### config.mk
export PLATFORM = sky130hd
export DESIGN_NAME = logic_unit_pipe_flat
export DESIGN_NICKNAME = d
export VERILOG_FILES = /design/src/rtl/logic_unit_pipe_if.sv /design/src/rtl/logic_unit_pipe.sv /design/src/flat_wrapper.sv
export SDC_FILE = /design/constraint.sdc
export NUM_CORES = 1
export LEC_CHECK = 0
export BUFFER_PORTS_ARGS = -buffer_cell sky130_fd_sc_hd__buf_2
export CAP_MARGIN = 30
export CORE_ASPECT_RATIO = 0.7
export CORE_MARGIN = 2
export CORE_UTILIZATION = 25
export DETAILED_ROUTE_END_ITERATION = 8
export PLACE_DENSITY_LB_ADDON = 0.1
export SLEW_MARGIN = 5
export SYNTH_ARGS = -nofsm -noshare
export SYNTH_HDL_FRONTEND = slang
export SYNTH_HIERARCHICAL = 1
export SYNTH_SLANG_ARGS = --single-unit
### constraint.sdc
create_clock -name clk -period 2.5 [get_ports clk]
set_clock_uncertainty 0.1 [all_clocks]
set_input_delay 0.25 -clock clk [delete_from_list [all_inputs] [get_ports clk]]
set_output_delay 0.25 -clock clk [all_outputs]
set_load 0.03 [all_outputs]
### src/rtl/logic_unit_pipe_if.sv
// logic_unit_pipe_if: handshake/data bundle for logic_unit_pipe.
//   master: upstream/downstream side (drives in_valid, a, b, op, out_ready)
//   slave : the pipeline (drives in_ready, out_valid, result, flags, out_pop,
//           op_count)
// WIDTH/COUNT_W must match the parameters of the attached logic_unit_pipe.
interface logic_unit_pipe_if #(
  parameter int WIDTH   = 8,
  parameter int COUNT_W = 16
);
  localparam int PW = $clog2(WIDTH + 1);

  logic               in_valid;
  logic               in_ready;
  logic [WIDTH-1:0]   a;
  logic [WIDTH-1:0]   b;
  logic [1:0]         op;
  logic               out_valid;
  logic               out_ready;
  logic [WIDTH-1:0]   result;
  logic               flag_zero;
  logic               flag_ones;
  logic [PW-1:0]      out_pop;
  logic [COUNT_W-1:0] op_count;

  modport master (
    output in_valid, a, b, op, out_ready,
    input  in_ready, out_valid, result, flag_zero, flag_ones, out_pop, op_count
  );

  modport slave (
    input  in_valid, a, b, op, out_ready,
    output in_ready, out_valid, result, flag_zero, flag_ones, out_pop, op_count
  );
endinterface

### src/rtl/logic_unit_pipe.sv
// logic_unit_pipe: 2-stage valid/ready pipeline applying a bitwise op
// (00 AND, 01 OR, 10 XOR, 11 NAND) to two WIDTH-bit operands.
//   clk, rst_n : single clock, synchronous active-low reset
//   bus        : logic_unit_pipe_if.slave (in_valid/in_ready/a/b/op,
//                out_valid/out_ready/result/flag_zero/flag_ones/out_pop/op_count)
// Stage 1 registers operands; stage 2 registers result, flags and popcount.
// Build option: define LOGIC_UNIT_POPCOUNT_EN to compute out_pop; otherwise
// out_pop is tied to 0 and no popcount logic exists.

// One bit-lane of the bitwise op.
module logic_unit_lane (
  input  logic       a,
  input  logic       b,
  input  logic [1:0] op,
  output logic       y
);
  always_comb begin
    case (op)
      2'b00:   y = a & b;
      2'b01:   y = a | b;
      2'b10:   y = a ^ b;
      default: y = ~(a & b);
    endcase
  end
endmodule

module logic_unit_pipe #(
  parameter int WIDTH   = 8,
  parameter int COUNT_W = 16
) (
  input logic              clk,
  input logic              rst_n,
  logic_unit_pipe_if.slave bus
);
  // vld_pipe[1]: stage-1 holds operands; vld_pipe[2]: output stage valid
  logic [2:1]         vld_pipe;
  logic [WIDTH-1:0]   s1_a, s1_b;
  logic [1:0]         s1_op;
  logic [WIDTH-1:0]   s2_res;
  logic [WIDTH-1:0]   res_q;
  logic               zero_q, ones_q;
  logic [COUNT_W-1:0] cnt_q;
  logic               s2_ready, in_fire, s2_load, out_fire;

  // Ready chain is purely from downstream state, never from in_valid.
  assign s2_ready = !vld_pipe[2] || bus.out_ready;
  assign in_fire  = bus.in_valid && bus.in_ready;
  assign s2_load  = vld_pipe[1] && s2_ready;
  assign out_fire = vld_pipe[2] && bus.out_ready;

  assign bus.in_ready  = !vld_pipe[1] || s2_ready;
  assign bus.out_valid = vld_pipe[2];
  assign bus.result    = res_q;
  assign bus.flag_zero = zero_q;
  assign bus.flag_ones = ones_q;
  assign bus.op_count  = cnt_q;

  genvar i;
  generate
    for (i = 0; i < WIDTH; i++) begin : g_lane
      logic_unit_lane u_lane (
        .a  (s1_a[i]),
        .b  (s1_b[i]),
        .op (s1_op),
        .y  (s2_res[i])
      );
    end
  endgenerate

  // Operand registers need no reset: they are only consumed behind vld_pipe[1].
  always_ff @(posedge clk) begin
    if (in_fire) begin
      s1_a  <= bus.a;
      s1_b  <= bus.b;
      s1_op <= bus.op;
    end
  end

  always_ff @(posedge clk) begin
    if (!rst_n) begin
      vld_pipe <= '0;
      res_q    <= '0;
      zero_q   <= 1'b0;
      ones_q   <= 1'b0;
      cnt_q    <= '0;
    end else begin
      if (in_fire)      vld_pipe[1] <= 1'b1;
      else if (s2_load) vld_pipe[1] <= 1'b0;

      if (s2_load) begin
        vld_pipe[2] <= 1'b1;
        res_q       <= s2_res;
        zero_q      <= (s2_res == '0);
        ones_q      <= (&s2_res);
      end else if (bus.out_ready) begin
        vld_pipe[2] <= 1'b0;
      end

      if (out_fire) cnt_q <= cnt_q + COUNT_W'(1);
    end
  end

`ifdef LOGIC_UNIT_POPCOUNT_EN
  localparam int PW = $clog2(WIDTH + 1);
  logic [PW-1:0] pop_nxt, pop_q;

  always_comb begin
    pop_nxt = '0;
    for (int k = 0; k < WIDTH; k++) pop_nxt = pop_nxt + PW'(s2_res[k]);
  end

  // Loaded alongside result so it shares latency and stall behaviour.
  always_ff @(posedge clk) begin
    if (!rst_n)       pop_q <= '0;
    else if (s2_load) pop_q <= pop_nxt;
  end

  assign bus.out_pop = pop_q;
`else
  assign bus.out_pop = '0;
`endif
endmodule
### src/flat_wrapper.sv
// flat-port wrapper written by rule: the top's interface ports become plain ports
module logic_unit_pipe_flat 
#(
  parameter int WIDTH   = 8,
  parameter int COUNT_W = 16
)
  (clk, rst_n, bus_in_valid, bus_a, bus_b, bus_op, bus_out_ready, bus_in_ready, bus_out_valid, bus_result, bus_flag_zero, bus_flag_ones, bus_out_pop, bus_op_count);
  logic_unit_pipe_if #(.WIDTH(WIDTH), .COUNT_W(COUNT_W)) bus_i ();
  input logic clk;
  input logic rst_n;
  input wire logic [$bits(bus_i.in_valid)-1:0] bus_in_valid;
  input wire logic [$bits(bus_i.a)-1:0] bus_a;
  input wire logic [$bits(bus_i.b)-1:0] bus_b;
  input wire logic [$bits(bus_i.op)-1:0] bus_op;
  input wire logic [$bits(bus_i.out_ready)-1:0] bus_out_ready;
  output wire logic [$bits(bus_i.in_ready)-1:0] bus_in_ready;
  output wire logic [$bits(bus_i.out_valid)-1:0] bus_out_valid;
  output wire logic [$bits(bus_i.result)-1:0] bus_result;
  output wire logic [$bits(bus_i.flag_zero)-1:0] bus_flag_zero;
  output wire logic [$bits(bus_i.flag_ones)-1:0] bus_flag_ones;
  output wire logic [$bits(bus_i.out_pop)-1:0] bus_out_pop;
  output wire logic [$bits(bus_i.op_count)-1:0] bus_op_count;
  assign bus_i.in_valid = bus_in_valid;
  assign bus_i.a = bus_a;
  assign bus_i.b = bus_b;
  assign bus_i.op = bus_op;
  assign bus_i.out_ready = bus_out_ready;
  assign bus_in_ready = bus_i.in_ready;
  assign bus_out_valid = bus_i.out_valid;
  assign bus_result = bus_i.result;
  assign bus_flag_zero = bus_i.flag_zero;
  assign bus_flag_ones = bus_i.flag_ones;
  assign bus_out_pop = bus_i.out_pop;
  assign bus_op_count = bus_i.op_count;
  logic_unit_pipe #(.WIDTH(WIDTH), .COUNT_W(COUNT_W)) u_core (.clk(clk), .rst_n(rst_n), .bus(bus_i));
endmodule
# ---- Yosys cells after proc, flatten, opt, wreduce, memory -nomap -nowiden
# Index checks and enable logic that the tools add are counted.
dict set report word_totals {
  elab_cells 68
  regBits 46
}
dict set report op_classes {
  add_sub_neg 1
  n_eq_ne 2
  reduce_logical 12
  n_bitwise 32
  n_mux 12
}
# cell count
set op_table {}
lappend op_table {{$pmux 1 s3} 8}
lappend op_table {{$add 16x1->16 const B} 1}
lappend op_table {{$and 1x1->1} 8}
lappend op_table {{$logic_not 8->1} 1}
lappend op_table {{$not 1->1} 8}
lappend op_table {{$or 1x1->1} 8}
lappend op_table {{$reduce_and 8->1} 1}
lappend op_table {{$xor 1x1->1} 8}
lappend op_table {{$mux 1} 4}
lappend op_table {{$reduce_bool 2->1} 2}
lappend op_table {{$logic_and 1x1->1} 3}
lappend op_table {{$eq 2x1->1 const B} 1}
lappend op_table {{$eq 2x2->1 const B} 1}
lappend op_table {{$logic_not 1->1} 2}
lappend op_table {{$logic_not 2->1} 1}
lappend op_table {{$logic_or 1x1->1} 2}

# ---- Depth between registers and ports, before layout
dict set report logic_depth {
  ltp_word 5
  ltp_mapped 8
}

# ---- Hierarchy
# The synthesis kept the hierarchy.
# mod n_inst area_per_inst_um2 cells_per_inst seq_area_each_um2
set modules_own_cells {}
lappend modules_own_cells {logic_unit_pipe 1 1750.4 152 1101.1}
lappend modules_own_cells {logic_unit_lane 8 72.6 11 0.0}

# ---- Worst setup path before layout
# Ideal clock, no wire load.
dict set report synth_path {
  kind {register to register}
  from {register u_core.s1_op[0]}
  to {register u_core.ones_q, in the netlist u_core/bus.flag_ones}
  slack_ps 516
  required_ps 2330
  path_stages_with_launch 7
  setup_ps 70
  t_arrival_ps 1814
  cell_sequence {edfxtp_1 and2b_2 o22ai_1 o22ai_1 nand4_1 or3_1 a21oi_1}
}
dict set report synth_between {
  elab_chain_len 3
}
# element line_no
set synth_rtl {}
lappend synth_rtl {{start, declared} logic_unit_pipe.sv:38} ;# logic [1:0] s1_op;
lappend synth_rtl {{start signal, assigned} logic_unit_pipe.sv:75} ;# s1_op <= bus.op;
lappend synth_rtl {{$eq 2x2->1, or another cell as far along} logic_unit_pipe.sv:18} ;# case (op)
lappend synth_rtl {{$pmux 1 s3 *} logic_unit_pipe.sv:18}
lappend synth_rtl {{net u_core.s2_res[3]} logic_unit_pipe.sv:39} ;# logic [WIDTH-1:0] s2_res;
lappend synth_rtl {{$reduce_and 8->1 *} logic_unit_pipe.sv:94} ;# ones_q <= (&s2_res);
lappend synth_rtl {{end signal, assigned} logic_unit_pipe.sv:94}
lappend synth_rtl {{end, declared} logic_unit_pipe.sv:41} ;# logic zero_q, ones_q;
# The timed path passes the listed nets; every way through them passes the cells marked *.
# A chain may end at the register's enable or synchronous reset.

# ---- Worst setup path in the final report
dict set report layout_path {
  from {register u_core.s1_a[1]}
  to {register u_core.ones_q, in the netlist u_core/bus.flag_ones}
}
dict set report layout_between {
  elab_chain_len 4
}
# element line_no
set layout_rtl {}
lappend layout_rtl {{start, declared} logic_unit_pipe.sv:37} ;# logic [WIDTH-1:0] s1_a, s1_b;
lappend layout_rtl {{start signal, assigned} logic_unit_pipe.sv:73} ;# s1_a <= bus.a;
lappend layout_rtl {{$and 1x1->1} {logic_unit_pipe.sv:19, logic_unit_pipe.sv:22}}
lappend layout_rtl {{$not 1->1} logic_unit_pipe.sv:22} ;# default: y = ~(a & b);
lappend layout_rtl {{$pmux 1 s3 *} logic_unit_pipe.sv:18}
lappend layout_rtl {{net u_core.s2_res[1]} logic_unit_pipe.sv:39}
lappend layout_rtl {{$reduce_and 8->1 *} logic_unit_pipe.sv:94}
# Marked as above.

==> flow_metrics.tcl <==
set metrics [dict create \
    clk_pin_slew_ns 0.06 \
    first_iter_violations 38 \
    netlist-cell-type-count 38 \
    power.internal_w 0.001248 \
    antenna_left 0 \
    cts_max_level 2 \
    worst_pin_slew_ns 0.6551 \
    switchingPower_w 0.0004113 \
    pwr-share-seq_pct 50.0 \
    layout_commonest_cell "buf_2" \
    cts_tree "built" \
    syn_avg_cell_area_um2 9.712 \
    grt_pass1_wl_um 8286 \
    grt_pass1_vias 1620 \
    clkPwrFrac_pct 38.4 \
    design.core.area_um2 9071 \
    drc_errors 0 \
    areaGrowthSynthToFinish_pct 22.60 \
    insertion_delay_ns 0.28 \
    use_met1_pct 14.59 \
    setup_viol 0 \
    viasPerCell 4.281 \
    numPortBuffers 49 \
    ys_seq_area_share_pct 47.24 \
    design_area_um2 2858 \
    max-cap-violations 0 \
    chipHeight_um 84.79 \
    max_freq_mhz 502.7 \
    antennaDiodeCount 0 \
    cts_buffer_depth 2 \
    postCtsSetupBuffers 0 \
    vias 1785 \
    dr.pass1.iters 5 \
    pin_count 54 \
    comb_power_share_pct 11.6 \
    wirelength_um 4879 \
    post_drt_wl_per_cell_um 11.70 \
    status "completed" \
    ys.flop_type "dfxtp_1" \
    ir_drop_mv 0.2056 \
    fp.dieArea_um2 10120 \
    synthCells 240 \
    finish.utilization_pct 31.50 \
    grtUsageTotal_pct 10.50 \
    grt_use_met3_pct 3.533 \
    clockRootBuffer "clkbuf_16" \
    ys_seq_elements 46 \
    startpoint_type "register" \
    met2_usage_pct 15.10 \
    min_path_type "input pin to register" \
    cts_hold_buf 0 \
    place_area_um2 2723 \
    gp_congestion 0.6756 \
    cts-buffers-inserted 5 \
    nets 332 \
    syn-cell-area_um2 2331 \
    ys_async_sr_fraction_pct 0 \
    p_per_area_nw_per_um2 580.7 \
    nFillCells 974 \
    die_w_um 119.4 \
    antenna_found_initial 0 \
    required_ns 2.61 \
    yosysWarnings 6 \
    slew_headroom_pct 56.33 \
    final_cell_mix "buf_2, dfxtp_1, nand2_1" \
    final-max-slew-violation-count 0 \
    dp_hpwl_um 3612 \
    critical_path_arrival_ns 2.10 \
    grt_max_degree 33 \
    hold_viol 0 \
    finalCriticalPeriod_ns 1.989 \
    clock_sinks 46 \
    crit_path_max_fanout 3 \
    switching_share_pct 24.78 \
    rsz0062_at_grt "false" \
    post_cts_resized 0 \
    drive_gt1_share_pct 24.23 \
    crit_type "register to register" \
    overflow 0 \
    fin_tns_setup_ns 0 \
    cp-end-kind "register" \
    grt_busiest_layer "met2" \
    p_leak_nw 1.297 \
    initial_utilization_pct 25.70 \
    synth_edf_count 18 \
    final.period_utilization_pct 79.57 \
    row_count 29 \
]
[per-stage QoR]
| step | hold slack [ns] | setup slack (ns) | total power [W] | instances |
|---|---|---|---|---|
| floorplan | 0.2489 | 0.5160 | 0.0009824 | 243 |
| global placement | 0.3276 | 0.5722 | 0.001039 | 410 |
| detailed placement | 0.3281 | 0.5448 | 0.001042 | 410 |
| CTS | 0.02751 | 0.5122 | 0.001697 | 417 |
| global route | 0.02815 | 0.3413 | 0.001757 | 417 |
| finish | 0.03739 | 0.5108 | 0.001660 | 417 |
[area by class of cell]
type                            count  area [um^2]  area share (%)
Clock buffer                        5        125.1           4.378
Sequential cell                    46         1101           38.53
Inverter                           26        97.59           3.415
Clock inverter                      2        10.01          0.3503
Tap cell                          124        155.1           5.429
Multi-Input combinational cell    163         1096           38.35
Timing Repair Buffer               51        272.8           9.545
[metal layers]
layer  up-vias  wire length (um)
li1        938                 -
met1       806              2586
met2        33              1959
met3         8               261
met4         0                72
met5         -                 0
[critical path: stages, from the launching register on]
cell	delay [ns]
edfxtp_1	0.35
inv_1	0.05
ha_1	0.20
and2b_2	0.20
o22ai_1	0.07
o22ai_1	0.32
nand4_1	0.14
or3_1	0.36
a21oi_1	0.13
[path summary, 6_finish.rpt]
kind | startpoint | to | slack, ns | depth (start not counted)
setup / recovery | u_core/s1_a[1] | u_core/bus.flag_ones | 0.51 | 8
setup reg to reg | u_core/s1_a[1] | u_core/bus.flag_ones | 0.51 | 8
hold / removal | bus_a[3] | u_core/s1_a[3] | 0.04 | 1
hold reg to reg | u_core/bus.flag_zero | u_core/bus.flag_zero | 0.35 | 2
[logic make-up after synthesis]
kind of cell / after synthesis / synth area share [%]
buf+inv: 34 / 6.226
simple gates: 87 / 19.97
fa+ha+maj: 17 / 9.125
compound gates: 36 / 9.716
xor+xnor: 11 / 4.133
flops: 46 / 47.24
other cells: 1 / 0.1609
mux: 8 / 3.435
[synth_stat cells, types with 2 or more instances]
| cell type | n | area share, % |
|---|---|---|
| buf_2 | 2 | 0.43 |
| o22ai_1 | 16 | 4.3 |
| xnor2_1 | 4 | 1.5 |
| nand4_1 | 6 | 1.6 |
| nor3_1 | 2 | 0.43 |
| ha_1 | 17 | 9.1 |
| edfxtp_1 | 18 | 23 |
| nand3_1 | 4 | 0.86 |
| mux2i_1 | 8 | 3.4 |
| nor2_1 | 23 | 3.7 |
| o21ai_0 | 2 | 0.43 |
| and2b_2 | 8 | 3.0 |
| a21boi_0 | 8 | 2.6 |
| xor2_1 | 7 | 2.6 |
| inv_1 | 25 | 4.0 |
| a21oi_1 | 8 | 1.7 |
| or3_1 | 2 | 0.54 |
| buf_4 | 4 | 1.3 |
| nand2_1 | 27 | 4.3 |
| and4_1 | 2 | 0.75 |
| nor4_1 | 3 | 0.81 |
| dfxtp_1 | 28 | 24 |
[power by group through the flow]
stage | registers, W | clock network [W] | logic (W)
3_3_place_gp | 0.000847 | 0 | 0.000193
5_1_grt | 0.000834 | 0.000707 | 0.000216
2_1_floorplan | 0.000865 | 0 | 0.000117
6_report | 0.000830 | 0.000637 | 0.000193
4_1_cts | 0.000830 | 0.000672 | 0.000195
3_5_place_dp | 0.000847 | 0 | 0.000194
[sequential cells by signal, summed over array words and instances (netlist names)]
| name | flops |
|---|---|
| u_core/bus.op_count | 16 |
| u_core/bus.result | 8 |
| u_core/s1_a | 8 |
| u_core/s1_b | 8 |
| u_core/s1_op | 2 |
| u_core/vld_pipe | 2 |
| u_core/bus.flag_ones | 1 |
| u_core/bus.flag_zero | 1 |
Power figures use the tool's default switching activity.
